File: config.mk
export PLATFORM = sky130hd
export DESIGN_NAME = t_ff_counter_flat
export DESIGN_NICKNAME = d
export VERILOG_FILES = /design/src/rtl/t_ff_counter_if.sv /design/src/rtl/t_ff_counter.sv /design/src/flat_wrapper.sv
export SDC_FILE = /design/constraint.sdc
export NUM_CORES = 1
export LEC_CHECK = 0
export CAP_MARGIN = 25
export CORE_MARGIN = 2
export CORE_UTILIZATION = 45
export DETAILED_ROUTE_END_ITERATION = 10
export HOLD_SLACK_MARGIN = 0.05
export PLACE_DENSITY = 0.87
export RECOVER_POWER = 50
export SYNTH_ARGS = -nofsm -noshare
export SYNTH_HDL_FRONTEND = slang
export SYNTH_SLANG_ARGS = --single-unit
File: constraint.sdc
create_clock -name clk -period 1.9 [get_ports clk]
set_clock_uncertainty 0.1 [all_clocks]
set_input_delay 0.19 -clock clk [delete_from_list [all_inputs] [get_ports clk]]
set_output_delay 0.19 -clock clk [all_outputs]
set_load 0.03 [all_outputs]
File: src/rtl/t_ff_counter_if.sv
// Control and count bundle for t_ff_counter.
// The master drives the controls; the slave returns q, qb and tc.
interface t_ff_counter_if #(
    parameter int WIDTH = 4
);
    logic             en;
    logic             up;
    logic             load;
    logic [WIDTH-1:0] load_val;
    logic [WIDTH-1:0] q;
    logic [WIDTH-1:0] qb;
    logic             tc;

    modport master (
        output en, up, load, load_val,
        input  q, qb, tc
    );

    modport slave (
        input  en, up, load, load_val,
        output q, qb, tc
    );
endinterface

File: src/rtl/t_ff_counter.sv
// N-bit up/down counter built from toggle-flop cells.
// Supports parallel load, a modulus bound, wrap or saturate, and a terminal-count flag.
module t_ff_cell (
    input  logic clk,
    input  logic async_reset,
    input  logic tog,
    input  logic ld,
    input  logic d,
    output logic q,
    output logic qb
);
    // qb is its own flop so it stays registered and glitch-free
    always_ff @(posedge clk or posedge async_reset) begin
        if (async_reset) begin
            q  <= 1'b0;
            qb <= 1'b1;
        end else if (ld) begin
            q  <= d;
            qb <= ~d;
        end else if (tog) begin
            q  <= ~q;
            qb <= q;
        end
    end
endmodule

module t_ff_counter #(
    parameter int               WIDTH    = 4,
    parameter logic [WIDTH-1:0] MAX_VAL  = {WIDTH{1'b1}},
    parameter bit               SATURATE = 1'b0
) (
    input logic          clk,
    input logic          async_reset,
    t_ff_counter_if.slave bus
);
    logic [WIDTH-1:0] q_r;
    logic [WIDTH-1:0] qb_r;
    logic [WIDTH-1:0] tog;
    logic [WIDTH-1:0] ld_val;
    logic [WIDTH-1:0] clamp_val;
    logic             ld;
    logic             at_max;
    logic             at_min;
    logic             bound;
    logic             tc_r;
    logic             run_up;
    logic             run_dn;

    always_comb begin
        at_max    = (q_r == MAX_VAL);
        at_min    = (q_r == '0);
        clamp_val = (bus.load_val > MAX_VAL) ? MAX_VAL : bus.load_val;
        bound     = bus.en && !bus.load && (bus.up ? at_max : at_min);
        ld        = bus.load || bound;
        ld_val    = clamp_val;
        // The bound override reuses the cells' load path
        if (!bus.load && bound) begin
            if (SATURATE)
                ld_val = q_r;
            else
                ld_val = bus.up ? '0 : MAX_VAL;
        end
    end

    always_comb begin
        tog    = '0;
        run_up = 1'b1;
        run_dn = 1'b1;
        for (int i = 0; i < WIDTH; i++) begin
            tog[i] = bus.en && !bus.load && (bus.up ? run_up : run_dn);
            run_up = run_up & q_r[i];
            run_dn = run_dn & ~q_r[i];
        end
    end

    for (genvar i = 0; i < WIDTH; i++) begin : g_cell
        t_ff_cell u_cell (
            .clk         (clk),
            .async_reset (async_reset),
            .tog         (tog[i]),
            .ld          (ld),
            .d           (ld_val[i]),
            .q           (q_r[i]),
            .qb          (qb_r[i])
        );
    end

    always_ff @(posedge clk or posedge async_reset) begin
        if (async_reset)
            tc_r <= 1'b0;
        else
            tc_r <= bound;
    end

    assign bus.q  = q_r;
    assign bus.qb = qb_r;
    assign bus.tc = tc_r;
endmodule

File: src/flat_wrapper.sv
// flat-port wrapper written by rule: the top's interface ports become plain ports
module t_ff_counter_flat 
#(
    parameter int               WIDTH    = 4,
    parameter logic [WIDTH-1:0] MAX_VAL  = {WIDTH{1'b1}},
    parameter bit               SATURATE = 1'b0
)
  (clk, async_reset, bus_en, bus_up, bus_load, bus_load_val, bus_q, bus_qb, bus_tc);
  t_ff_counter_if #(.WIDTH(WIDTH)) bus_i ();
  input logic clk;
  input logic async_reset;
  input wire logic [$bits(bus_i.en)-1:0] bus_en;
  input wire logic [$bits(bus_i.up)-1:0] bus_up;
  input wire logic [$bits(bus_i.load)-1:0] bus_load;
  input wire logic [$bits(bus_i.load_val)-1:0] bus_load_val;
  output wire logic [$bits(bus_i.q)-1:0] bus_q;
  output wire logic [$bits(bus_i.qb)-1:0] bus_qb;
  output wire logic [$bits(bus_i.tc)-1:0] bus_tc;
  assign bus_i.en = bus_en;
  assign bus_i.up = bus_up;
  assign bus_i.load = bus_load;
  assign bus_i.load_val = bus_load_val;
  assign bus_q = bus_i.q;
  assign bus_qb = bus_i.qb;
  assign bus_tc = bus_i.tc;
  t_ff_counter #(.WIDTH(WIDTH), .MAX_VAL(MAX_VAL), .SATURATE(SATURATE)) u_core (.clk(clk), .async_reset(async_reset), .bus(bus_i));
endmodule
==> summary.txt, run 1 <==
Setup path
  • CP startpoint: u_core.g_cell[3].u_cell.qb
  • Setup crit end: bus_qb[3]
  • WP data required: 1610 ps
  • Crit end category: output pin
  • Worst R2R Start: u_core.g_cell[0].u_cell.q
  • FF-to-FF path depth: 3
  • CP Class: register to output pin
  • Crit-path max FO: 3
  • Critical path's slowest cell: clkdlybuf4s50_1
  • Sequence of cells on the critical path: clkdlybuf4s50_1
  • Startpoint Class: register
  • Critical Path Stages: 1
  • Max stage delay on crit path: 660 ps
  • Crit path DAT: 1470 ps
  • WP buf/inv: 1
  • Reg-to-reg endpoint: u_core.g_cell[2].u_cell.qb
  • Flop2flop setup slack: 270 ps
  • CP delay by family, top: buffers and inverters

Finish
  • End-of-flow core utilization: 60.3%
  • Commonest non-fill, non-tap cell in the layout: clkdlybuf4s50_1
  • Fin nets: 90
  • Fillcell total: 122
  • Layout Area Growth over Synthesis: 25.6%
  • Most frequent cells in the layout: clkdlybuf4s50_1, nand4_1, dfrtp_1
  • Ratio of cells with drive above 1 in the final layout: 17.5%
  • Fin area: 774 um2
  • Finished Layout Cells: 95
  • Ant diodes: 0

STA
  • Worst slew margin: 76.7%
  • Total negative slack: 0 ps
  • Fin. Hold Viols: 0
  • RSZ-0062 raised after global routing: false
  • Tmin final: 1760 ps
  • Fmax: 568 MHz
  • Final setup violation count: 0
  • Crit share post-route: 92.7%
  • Final Max Tran Viols: 0
  • Post-route setup slack: 138 ps
  • Worst Tran Pin Value: 346 ps

Global routing
  • Vias in the first global route: 479
  • Initial antenna violation count: 0
  • Total grt overflow: 0
  • Largest net degree at the start of global routing: 12
  • GRT Overall Usage: 19.3%
  • First-pass GRT wire length: 2080 um

Placement
  • DP HPWL: 899 um
  • Post-Place Setup Slack: 116 ps
  • RePlAce Congestion: 0.750
  • Placed insts: 91
  • PortBufs: 17
  • Placed Area: 751 um2

Floorplan
  • Initial core utilization: 48.0%
  • Top Ports: 18
  • Chip Width: 41.0 um
  • Height of the die: 41.0 um
  • Die Footprint: 1680 um2
  • Rows: 13
  • Core area: 1280 um2

Drt
  • DRC Markers: 0
  • Vias per Instance: 5.94
  • Routed len/inst: 13.0 um
  • Total number of vias: 564
  • Initial DRC Count: 18
  • Final wirelength: 1240 um
  • Drt first pass iters: 4
  • ANT nets after route: 0

Synthesis
  • EDFF count, synth: 0
  • Post-synth cell types: 32
  • Post-synthesis adder-cell area fraction: 0%
  • Synthesis warning total: 0
  • Syn_nets: 77
  • Main combinational cell family by area after synthesis: simple AND/OR/NAND/NOR gates
  • Ys async rst share: 100%
  • Post-Syn Area: 617 um2
  • Sequential area share after synthesis: 37.3%
  • XOR/XNOR Fraction of Synth Area: 2.84%
  • Cells after Synth: 68
  • Compound-Gate Fraction of Synth Area: 15.4%
  • Syn avg cell area: 9.07 um2
  • Top FF cell, synth: dfrtp_1
  • Mux share of post-synthesis cell area: 1.62%
  • Seq cells post-synth: 9
  • Simple-Gate Fraction of Synth Area: 26.6%

Clock network
  • CTS resizes: 0
  • Reg clk slew, reported paths: 70 ps
  • Clk buf depth: 2
  • Clock insertion delay at the later pin of the skew report: 270 ps
  • Post-CTS Setup Inserts: 0
  • CTS tree: yes
  • H-Tree Depth: 1
  • Root buf cell: clkbuf_4
  • Clock Sinks: 9
  • Num CTS Buffers: 3
  • Hold_buf cts: 0

Run status
  • Status: finished clean

Pwr
  • Pleak: 0.000318 uW
  • Pwr/cell area: 792 nW/um2
  • Maximum vdd drop: 0.429 mV

Run
  • Max Cap Viol: 0

Hold path
  • Worst Hold Class: input port to async pin
==> state kept, by name, indices dropped and copies added, names as in the netlist <==
name	cells
u_core.g_cell.u_cell.q	4
u_core.bus.tc	1
u_core.g_cell.u_cell.qb	4
==> how the worst min path moves through the flow <==
stage                           start                   endpoint  slack [ps]  cells after the start
after global routing      async_reset              u_core.bus.tc         240                      2
after global placement    async_reset              u_core.bus.tc         380                      2
after detailed placement  async_reset  u_core.g_cell[3].u_cell.q         390                      2
after floorplan           async_reset              u_core.bus.tc         -80                      1
after CTS                 async_reset              u_core.bus.tc          90                      2
final                     async_reset              u_core.bus.tc         210                      2
==> final cells by class <==
type                    count  area [um2]  area share, %
flip-flops and latches      9         230           29.7
inverters                   2        7.51          0.969
well taps                  15        18.8           2.42
multi-input cells          43         287           37.0
clock buffers               3        22.5           2.91
clock inverters             1        5.00          0.646
repair buffers             22         204           26.3
==> per-stage QoR <==
stage / total power, uW / hold slack, ps
floorplan: 413 / -84.9
global placement: 461 / 382
detailed placement: 464 / 392
CTS: 622 / 94.7
global route: 659 / 244
finish: 613 / 213
==> power breakdown <==
part           total (uW)  internal, uW  leakage (uW)  switching, uW
clock                 154          77.8     0.0000177           76.1
combinational         212          99.2      0.000196            112
sequential            248           223      0.000104           25.1
==> synth_stat cells (2+ instances only) <==
cell      count  area (um2)
dfrtp_1       5         125
nand4_1       5        31.3
nor2_1        4        15.0
buf_4         8        60.1
buf_2         2        10.0
or4_1         2        15.0
nand2_1       4        15.0
clkbuf_1      3        11.3
nand3_1       4        20.0
dfstp_2       4         105
xnor2_1       2        17.5
a21boi_0      2        15.0
and3_1        4        25.0
==> per-layer routing <==
| layer | track usage [%] | up-vias | wire, um |
|---|---|---|---|
| met5 | 0 | - | 0 |
| met4 | 8.33 | 0 | 12 |
| met3 | 6.52 | 2 | 63 |
| met2 | 30.5 | 17 | 618 |
| met1 | 23.4 | 276 | 545 |
| li1 | - | 269 | - |
==> cells by family (layout without fill, tap and decap cells) <==
kind of cell              count (synthesis)  count (layout)
AOI/OAI and AO/OA                        12              12
xor gates and xnor gates                  2               2
buffers and inverters                    16              28
DFF                                       9               9
muxes                                     1               1
and+or+nand+nor                          28              28
Power figures use the tool's default switching activity.
==> inputs of run 2 (changes only) <==
- PLACE_DENSITY: 0.87 -> 0.77
==> summary.txt, run 2 (synthesized netlist as in run 1, its figures left out) <==
Setup path
  • Crit end category: output pin
  • WP data required: 1610 ps (about the same)
  • WP buf/inv: 1 (unchanged)
  • Critical path's slowest cell: clkdlybuf4s50_1
  • Sequence of cells on the critical path: clkdlybuf4s50_1
  • Worst R2R Start: u_core.g_cell[0].u_cell.q
  • CP Class: register to output pin
  • Flop2flop setup slack: 280 ps (about the same)
  • CP delay by family, top: buffers and inverters
  • Crit-path max FO: 10 (+7)
  • Crit path DAT: 1470 ps (about the same)
  • Startpoint Class: register
  • Max stage delay on crit path: 720 ps (+60 ps)
  • Reg-to-reg endpoint: u_core.g_cell[2].u_cell.qb
  • FF-to-FF path depth: 4 (+1)

Finish
  • Fin nets: 90 (unchanged)
  • Sequential Area: 230 um2 (unchanged)
  • Fin area: 773 um2 (-0.16%)
  • Fillcell total: 109 (-11%)
  • Commonest non-fill, non-tap cell in the layout: clkdlybuf4s50_1
  • Ant diodes: 0 (unchanged)
  • Ratio of cells with drive above 1 in the final layout: 16.3% (-1.2 points)
  • Most frequent cells in the layout: clkdlybuf4s50_1, nand4_1, dfrtp_1
  • Layout Area Growth over Synthesis: 25.4%
  • Area occupied by multi-input gates: 287 um2 (unchanged)

STA
  • Fin Hold WS: 216 ps (+3.31 ps)
  • Fmax: 567 MHz (-0.18%)
  • Crit share post-route: 92.9% (+0.17 points)
  • Fin. Hold Viols: 0 (unchanged)
  • Worst slew margin: 72.9% (-3.9 points)
  • Final Max Tran Viols: 0 (unchanged)
  • Final setup violation count: 0 (unchanged)
  • Worst Tran Pin Value: 407 ps (+61.5 ps)
  • Tmin final: 1760 ps (+3.19 ps)
  • Total negative slack: 0 ps (unchanged)
  • RSZ-0062 raised after global routing: false

Global routing
  • Vias in the first global route: 442 (-7.7%)
  • Total grt overflow: 0 (unchanged)
  • Largest net degree at the start of global routing: 12 (unchanged)
  • First-pass GRT wire length: 1970 um (-5.3%)
  • Initial antenna violation count: 0 (unchanged)
  • GRT Overall Usage: 18.8% (-0.48 points)

Clock network
  • CTS tree: yes
  • H-Tree Depth: 1 (unchanged)
  • Hold_buf cts: 0 (unchanged)
  • CTS resizes: 0 (unchanged)
  • Clk buf depth: 2 (unchanged)
  • Num CTS Buffers: 3 (unchanged)
  • Clock insertion delay at the later pin of the skew report: 270 ps (about the same)
  • Reg clk slew, reported paths: 70 ps (about the same)
  • Post-CTS Setup Inserts: 0 (unchanged)
  • Root buf cell: clkbuf_4
  • Clock Sinks: 9 (unchanged)

Pwr
  • Pleak: 0.000314 uW (-1.1%)
  • Pwr/cell area: 793 nW/um2 (about the same)
  • Maximum vdd drop: 0.493 mV (+15%)

Floorplan
  • Height of the die: 41.0 um (unchanged)
  • Rows: 13 (unchanged)
  • Die Footprint: 1680 um2 (unchanged)
  • Top Ports: 18 (unchanged)
  • Core area: 1280 um2 (unchanged)
  • Initial core utilization: 48.0% (unchanged)
  • Chip Width: 41.0 um (unchanged)

Drt
  • Vias per Instance: 5.78 (-2.7%)
  • Final wirelength: 1270 um (+2.8%)
  • Drt first pass iters: 4 (unchanged)
  • ANT nets after route: 0 (unchanged)
  • Initial DRC Count: 7 (-11)
  • Routed len/inst: 13.4 um (+2.8%)
  • Total number of vias: 549 (-2.7%)
  • DRC Markers: 0 (unchanged)

Hold path
  • Worst Hold Class: input port to async pin

Run status
  • Status: finished clean

Placement
  • PortBufs: 17 (unchanged)
  • RePlAce Congestion: 0.756 (+0.84%)
  • Placed Area: 751 um2 (unchanged)

Run
  • Max Cap Viol: 0 (unchanged)
## run 2: metrics by stage
| stage | total power (uW) | instances | utilization, % | setup slack [ps] |
|---|---|---|---|---|
| after floorplan | 413 | 68 | - | 257 |
| after global placement | 462 | 91 | 58.4 | 153 |
| after detailed placement | 465 | 91 | 58.4 | 127 |
| after CTS | 625 | 95 | 60.5 | 130 |
| after global routing | 645 | 95 | 60.2 | 92.6 |
| final | 613 | 95 | 60.2 | 135 |
## run 2: cell type report
class / count / area share, %
flip-flops and latches: 9 / 29.8
well taps: 15 / 2.43
clock buffers: 4 / 3.40
inverters: 2 / 0.971
repair buffers: 22 / 26.4
multi-input cells: 43 / 37.1
## run 2: how the worst max path moves through the flow
stage | from | end | cells past startpoint
after detailed placement | bus_en | u_core.g_cell[2].u_cell.qb | 4
after floorplan | u_core.g_cell[1].u_cell.q | u_core.g_cell[2].u_cell.qb | 4
final | u_core.g_cell[2].u_cell.q | bus_q[2] | 1
after global placement | bus_en | u_core.g_cell[2].u_cell.qb | 4
after global routing | u_core.g_cell[2].u_cell.q | bus_q[2] | 1
after CTS | u_core.g_cell[3].u_cell.qb | bus_qb[3] | 1
## run 2: power by group
| part | switching [uW] | internal (uW) |
|---|---|---|
| Sequential | 21.9 | 223 |
| Combinational | 115 | 98.9 |
| Clock | 73.0 | 81.2 |
## run 2: per-layer routing
layer | track usage [%] | share of wire, % | up-vias
li1 | - | - | 270
met1 | 24.4 | 46 | 258
met2 | 27.0 | 45 | 17
met3 | 4.89 | 6.2 | 4
met4 | 12.5 | 2.0 | 0
met5 | 0 | 0 | -
==> inputs of run 3 (changes only) <==
- SETUP_SLACK_MARGIN: default -> 0.5
==> summary.txt, run 3 (synthesized netlist as in run 1, its figures left out) <==
Drt
  • Total number of vias: 583 (+6.2%)
  • Routed len/inst: 14.7 um (+9.3%)
  • DRC Markers: 0 (unchanged)
  • Vias per Instance: 5.77 (-0.12%)
  • Drt first pass iters: 4 (unchanged)
  • Final wirelength: 1480 um (+16%)
  • ANT nets after route: 0 (unchanged)
  • Initial DRC Count: 8 (+1)

Pwr
  • Pleak: 0.000366 uW (+17%)
  • Maximum vdd drop: 0.512 mV (+3.7%)
  • Pwr/cell area: 752 nW/um2 (-5.2%)

Floorplan
  • Top Ports: 18 (unchanged)
  • Initial core utilization: 48.0% (unchanged)
  • Die Footprint: 1680 um2 (unchanged)
  • Height of the die: 41.0 um (unchanged)
  • Core area: 1280 um2 (unchanged)
  • Rows: 13 (unchanged)
  • Chip Width: 41.0 um (unchanged)

Global routing
  • Met2 GRT Util: 35.5% (+8.6 points)
  • Initial antenna violation count: 0 (unchanged)
  • GR Util met1: 27.9% (+3.5 points)
  • GRT Overall Usage: 21.9% (+3.1 points)
  • Met3 GRT Util: 3.26% (-1.6 points)
  • First-pass GRT wire length: 2320 um (+17%)
  • GRT Max-Usage Layer: met2
  • Largest net degree at the start of global routing: 12 (unchanged)
  • Vias in the first global route: 517 (+17%)
  • Total grt overflow: 0 (unchanged)

Setup path
  • Reg-to-reg endpoint: u_core.g_cell[2].u_cell.qb
  • CP Class: register to register
  • Startpoint Class: register
  • Crit-path max FO: 4 (-6)
  • FF-to-FF path depth: 3 (-1)
  • Crit end category: register
  • CP startpoint: u_core.g_cell[0].u_cell.q
  • Worst R2R Start: u_core.g_cell[0].u_cell.q
  • Crit path DAT: 1620 ps (+150 ps)
  • Flop2flop setup slack: 360 ps (+80 ps)
  • WP data required: 1980 ps (+370 ps)

STA
  • Final setup violation count: 0 (unchanged)
  • Final Max Tran Viols: 0 (unchanged)
  • Worst slew margin: 74.0% (+1.1 points)
  • RSZ-0062 raised after global routing: true
  • Tmin final: 1540 ps (-223 ps)
  • Fin. Hold Viols: 0 (unchanged)
  • Crit share post-route: 81.1% (-12 points)
  • Total negative slack: 0 ps (unchanged)
  • Worst Tran Pin Value: 389 ps (-17.8 ps)
  • Fmax: 649 MHz (+14%)
  • Fin Hold WS: 224 ps (+8.23 ps)

Clock network
  • Num CTS Buffers: 3 (unchanged)
  • Clock Sinks: 9 (unchanged)
  • CTS tree: yes
  • Root buf cell: clkbuf_4
  • Reg clk slew, reported paths: 70 ps (about the same)
  • Clock insertion delay at the later pin of the skew report: 260 ps (about the same)
  • H-Tree Depth: 1 (unchanged)
  • Clk buf depth: 2 (unchanged)
  • Hold_buf cts: 0 (unchanged)

Run
  • Max Cap Viol: 0 (unchanged)

Placement
  • PortBufs: 17 (unchanged)
  • Placed insts: 90 (-1.1%)
  • DP HPWL: 916 um
  • Placed Area: 748 um2 (-0.33%)
  • RePlAce Congestion: 0.694 (-8.2%)

Finish
  • Ratio of cells with drive above 1 in the final layout: 40.7% (+24 points)
  • End-of-flow core utilization: 68.1% (+7.9 points)
  • Most frequent cells in the layout: clkdlybuf4s50_1, buf_4, nand4_1
  • Fin nets: 96 (+6.7%)
  • Layout Area Growth over Synthesis: 41.8%
  • Fin area: 875 um2 (+13%)
  • Finished Layout Cells: 101 (+6.3%)
  • Ant diodes: 0 (unchanged)
  • Fillcell total: 104 (-4.6%)

Run status
  • Status: finished clean

Hold path
  • Worst Hold Class: input port to async pin
[run 3: critical path, stage by stage (launching register included)]
cell	delay [ps]
dfrtp_1	400
or4b_4	560
and3_4	160
o31a_1	240
[run 3: per-layer routing]
layer,wire [um],vias up,share of wire (%)
li1,-,279,-
met3,68,0,4.6
met5,0,-,0
met1,614,284,41
met4,0,0,0
met2,797,20,54
[run 3: how the worst max path moves through the flow]
stage | to | slack, ps | depth (start not counted)
6_report | u_core.g_cell[2].u_cell.qb | 360 | 3
4_1_cts | u_core.g_cell[2].u_cell.qb | 370 | 3
3_5_place_dp | u_core.g_cell[2].u_cell.qb | 170 | 4
5_1_grt | u_core.g_cell[2].u_cell.qb | 340 | 3
2_1_floorplan | u_core.g_cell[2].u_cell.qb | 330 | 4
3_3_place_gp | u_core.g_cell[2].u_cell.qb | 200 | 4
[run 3: through the flow]
stage	total power, uW	setup slack (ps)
floorplan	421	328
finish	657	358
global route	692	337
detailed placement	465	168
CTS	650	373
global placement	459	201
[run 3: cell type report]
type,instances,area (um2),share of cell area (%)
clock buffer,4,26.3,3.00
inverter,2,11.3,1.29
multi-input combinational,43,343,39.2
sequential,9,233,26.6
tap,15,18.8,2.15
timing repair buffer,28,243,27.8
[run 3: power by group]
part / total (uW) / switching, uW / internal, uW
Sequential: 253 / 28.9 / 224
Clock: 149 / 67.9 / 80.9
Combinational: 255 / 135 / 121
[run 3: timing repair]
item / CTS / global route
buffers inserted: 7 / 0
endpoints found under the setup margin: 16 / 13
pin swaps: 5 / 5
resized for setup: 31 / 16
